==> src/rtl/fram_port_arbiter.sv <==
// fram_port_arbiter: host-priority, round-robin engine arbiter for the single-port feature SRAM.
// Optional FRAM_ARB_STATS_EN adds the stall_cnt/stall_clr engine stall counter.
module fram_port_arbiter #(
   parameter int ADDR_WIDTH = 12,
   parameter int DATA_WIDTH = 32,
   parameter int RD_LATENCY = 1
) (
   input  logic                  clk,
   input  logic                  rst_n,
   input  logic                  host_en,
   input  logic                  host_we,
   input  logic [ADDR_WIDTH-1:0] host_addr,
   input  logic [DATA_WIDTH-1:0] host_wdata,
   output logic [DATA_WIDTH-1:0] host_rdata,
   input  logic                  eng_rd_req,
   input  logic [ADDR_WIDTH-1:0] eng_rd_addr,
   output logic                  eng_rd_gnt,
   output logic                  eng_rd_rvalid,
   output logic [DATA_WIDTH-1:0] eng_rd_rdata,
   input  logic                  eng_wr_req,
   input  logic [ADDR_WIDTH-1:0] eng_wr_addr,
   input  logic [DATA_WIDTH-1:0] eng_wr_data,
   output logic                  eng_wr_gnt,
`ifdef FRAM_ARB_STATS_EN
   output logic [31:0]           stall_cnt,
   input  logic                  stall_clr,
`endif
   output logic                  sram_en,
   output logic                  sram_we,
   output logic [ADDR_WIDTH-1:0] sram_addr,
   output logic [DATA_WIDTH-1:0] sram_wdata,
   input  logic [DATA_WIDTH-1:0] sram_rdata
);
   logic                rr_rd;
   logic [RD_LATENCY:0] tag_v, tag_eng;
   logic                tag_out;
   assign eng_rd_gnt = !host_en && eng_rd_req && (!eng_wr_req || rr_rd);
   assign eng_wr_gnt = !host_en && eng_wr_req && (!eng_rd_req || !rr_rd);
   assign tag_out    = tag_v[RD_LATENCY];
   always_ff @(posedge clk or negedge rst_n) begin
      if (!rst_n) begin
         rr_rd         <= 1'b1;
         tag_v         <= '0;
         tag_eng       <= '0;
         sram_en       <= 1'b0;
         sram_we       <= 1'b0;
         sram_addr     <= '0;
         sram_wdata    <= '0;
         host_rdata    <= '0;
         eng_rd_rvalid <= 1'b0;
         eng_rd_rdata  <= '0;
      end else begin
         sram_en <= host_en || eng_rd_gnt || eng_wr_gnt;
         sram_we <= host_en ? host_we : eng_wr_gnt;
         if (host_en) begin
            sram_addr <= host_addr;
            if (host_we) sram_wdata <= host_wdata;
         end else if (eng_rd_gnt) begin
            sram_addr <= eng_rd_addr;
         end else if (eng_wr_gnt) begin
            sram_addr  <= eng_wr_addr;
            sram_wdata <= eng_wr_data;
         end
         // pointer moves only when a contended engine grant is actually issued
         if (!host_en && eng_rd_req && eng_wr_req) rr_rd <= !rr_rd;
         tag_v   <= {tag_v[RD_LATENCY-1:0], (host_en && !host_we) || eng_rd_gnt};
         tag_eng <= {tag_eng[RD_LATENCY-1:0], eng_rd_gnt};
         if (tag_out && !tag_eng[RD_LATENCY]) host_rdata <= sram_rdata;
         if (tag_out && tag_eng[RD_LATENCY]) eng_rd_rdata <= sram_rdata;
         eng_rd_rvalid <= tag_out && tag_eng[RD_LATENCY];
      end
   end
`ifdef FRAM_ARB_STATS_EN
   always_ff @(posedge clk or negedge rst_n) begin
      if (!rst_n) stall_cnt <= '0;
      else if (stall_clr) stall_cnt <= '0;
      else if (host_en && (eng_rd_req || eng_wr_req) && stall_cnt != 32'hFFFF_FFFF)
         stall_cnt <= stall_cnt + 32'd1;
   end
`endif
endmodule
==> config.mk <==
export PLATFORM = sky130hd
export DESIGN_NAME = fram_port_arbiter
export DESIGN_NICKNAME = d
export VERILOG_FILES = /design/src/rtl/fram_port_arbiter.sv
export SDC_FILE = /design/constraint.sdc
export NUM_CORES = 1
export LEC_CHECK = 0
export CORE_MARGIN = 2
export CORE_UTILIZATION = 36
export DETAILED_ROUTE_END_ITERATION = 10
export GPL_ROUTABILITY_DRIVEN = 0
export HOLD_SLACK_MARGIN = 0.1
export PLACE_DENSITY = 0.77
export SYNTH_ARGS = -nofsm -noshare
export SYNTH_HDL_FRONTEND = slang
export SYNTH_SLANG_ARGS = --single-unit
==> constraint.sdc <==
create_clock -name clk -period 1.3 [get_ports clk]
set_input_delay 0.39 -clock clk [delete_from_list [all_inputs] [get_ports clk]]
set_output_delay 0.39 -clock clk [all_outputs]
set_load 0.05 [all_outputs]
==> results.yml <==
outcome:
  outcome: "complete, but fails checks"
  violations: "negative setup slack"
yosys:
  synth_top_family_by_area: "multiplexers"
  synthCells: 378
  netlist_area_mm2: 0.00478
  ys_types: 25
  yosysTopAreaCellShare: 0.602
  yosys.area.top_type: "dfrtp_1"
  synth_fa_ha_area_frac: 0
  syn_area_per_cell_um2: 12.7
  yosys_warnings: 0
  synth_seq_cells: 116
  synthMuxAreaShare: 0.220
  synth-xor-area-share: 0.00183
  synth-simple-area-share: 0.0662
  ys_seq_area_frac: 0.607
  synth_area_leaders: "dfrtp_1 (60%), mux2_2 (15%), mux2i_1 (6.9%)"
  syn_nets: 516
  synth_compound_area_frac: 0.0662
clock_network:
  cts_tree: "yes"
  cts_buffer_depth: 2
  root_buffer: "clkbuf_16"
  cts.htree.levels: 4
  clkTransAtPathRegs_ns: 0.05
  cts-buffers-inserted: 17
  clk_latency_ns: 0.40
  clock_sinks: 116
global_routing:
  grt_usage: 0.233
  gr-total-overflow: 0
  grt_max_degree: 53
  antenna_found_initial: 1
  grt_pass1_wl_um: 25200
  grt_pass1_vias: 4781
sta:
  setup_viol: 157
  min_period_over_period: 1.39
  fin_tns_setup_ns: -15.46
  skew_ns: 0.00677
  relSlewSlack: 0.679
  drv_slew: 0
  hold_slack_ns: 0.350
  setup_ws_ns: -0.503
  min_period_ns: 1.80
  rsz0062_at_grt: "yes"
  clock.fmax_ghz: 0.555
  worst_slew_pin_slew_ns: 0.482
  hold_viol: 0
floorplan:
  io-pin-count: 251
  start_util: 0.366
  rows: 42
  die_area_mm2: 0.0142
  core_mm2: 0.0131
  fp.dieW_um: 119
  fp.dieH_um: 119
setup_path:
  cp_top_family: "flip-flops"
  critical_path_class: "reg2out"
  worstPathBufferInverterCount: 1
  cp.arrival_ns: 1.41
  slowest_stage: "dfstp_2"
  crit_path_cell_trace: "nand2b_4, nand2_4, nor2_4, buf_12"
  startpoint_type: "flop"
  critPathRequiredTime_ns: 0.91
  critical-path-max-stage-delay_ns: 0.53
  path_max_fanout: 3
  cp-end-kind: "output pin"
final_layout:
  drive_gt1_frac: 0.463
  fin_area_mm2: 0.0101
  num-fill-cells: 752
  final_cell_mix: "clkdlybuf4s50_1 (133), buf_12 (120), dfrtp_1 (115)"
  multi_input_area_mm2: 0.00190
  seq_area_mm2: 0.00290
  final_common_cell: "clkdlybuf4s50_1"
  areaGrowthSynthToFinish_pct: 112
  nets: 845
routing:
  firstDrtPassIters: 4
  wirelength_um: 16900
  post-route-drc-count: 0
  viasPerCell: 4.90
  wl_per_cell_um: 18.9
  first_iter_violations: 272
  antenna_left: 0
  num_vias: 4392
place:
  place_area_mm2: 0.00877
  hpwl_um: 11300
  portBuffers: 250
  place_ws_ns: -0.523
power:
  power.total_mw: 21.0
  ir_drop_mv: 0.903
  power_density_mw_per_mm2: 2070
  cellLeakagePower_nw: 4.53
flow_run:
  max-cap-violations: 0
hold_path:
  hp-class: "reg2reg"
==> state kept, by name, summed over array words and instances (netlist names) <==
name and flops:
eng_rd_rdata 32, host_rdata 32, sram_wdata 32, sram_addr 12, tag_eng 2, tag_v 2, eng_rd_rvalid 1, rr_rd 1
sram_en 1, sram_we 1
==> path summary, 6_finish.rpt <==
kind / from / endpoint / slack, ns / depth (start not counted)
hold / removal: tag_eng[0] / tag_eng[1] / 0.35 / 0
max in group asynchronous: rst_n / sram_wdata[17] / 0.34 / 3
hold reg to reg: tag_eng[0] / tag_eng[1] / 0.35 / 0
setup reg to reg: rr_rd / sram_wdata[1] / -0.24 / 7
setup / recovery: rr_rd / eng_rd_gnt / -0.50 / 4
min in group asynchronous: rst_n / sram_addr[0] / 0.40 / 2
==> cells in the mapped netlist, drive strengths merged <==
master / n
o21ai: 43
mux2i: 33
dfstp: 1
and2: 2
nand2: 47
nand2b: 2
buf: 22
mux2: 64
a21oi: 1
dfrtp: 115
o21bai: 1
a31oi: 12
nor2b: 1
nor2: 12
nand3: 11
a22oi: 1
clkbuf: 3
o22ai: 1
inv: 4
xnor2: 1
or3: 1
==> power by group <==
part | total, mW | switching (mW) | internal, mW | leakage [nW]
sequential | 5.75 | 1.11 | 4.64 | 1.38
combinational | 10.8 | 5.19 | 5.66 | 2.88
clock | 4.38 | 1.55 | 2.83 | 0.279
total | 21.0 | 7.86 | 13.1 | 4.53
==> stage by stage <==
step,utilization,std cells
final,0.774,896
after global routing,0.774,896
after CTS,0.746,871
after detailed placement,0.671,804
after global placement,0.671,804
after floorplan,-,378
==> cell type report <==
| cell class | instances | area share |
|---|---|---|
| Antenna cell | 1 | 0.000247 |
| Sequential cell | 116 | 0.287 |
| Multi-Input combinational cell | 234 | 0.188 |
| Timing Repair Buffer | 334 | 0.447 |
| Clock inverter | 11 | 0.0110 |
| Clock buffer | 20 | 0.0441 |
| Inverter | 4 | 0.00148 |
| Tap cell | 176 | 0.0217 |
==> per-layer routing <==
metal  part of all wire  global-route usage  vias to the layer above
met5                  0                   0                        -
li1                   -                   -                     1984
met4              0.033               0.115                        0
met1               0.35               0.247                     2166
met3              0.066              0.0675                       39
met2               0.55               0.422                      203
==> logic make-up after synthesis <==
group | Yosys count
flip-flops | 116
multiplexers | 97
AND/OR/NAND/NOR | 76
AO/OA/AOI/OAI | 59
buffers and inverters | 29
XOR/XNOR | 1
==> what timing repair did <==
item	CTS	global route
pin swaps	4	19
endpoints found under the hold margin	14	0
setup buffers	28	24
setup endpoints to repair	157	161
gates cloned	8	2
resized for setup	40	60
hold buffers	1	0
Note: power is estimated with default switching activity, not from simulation.
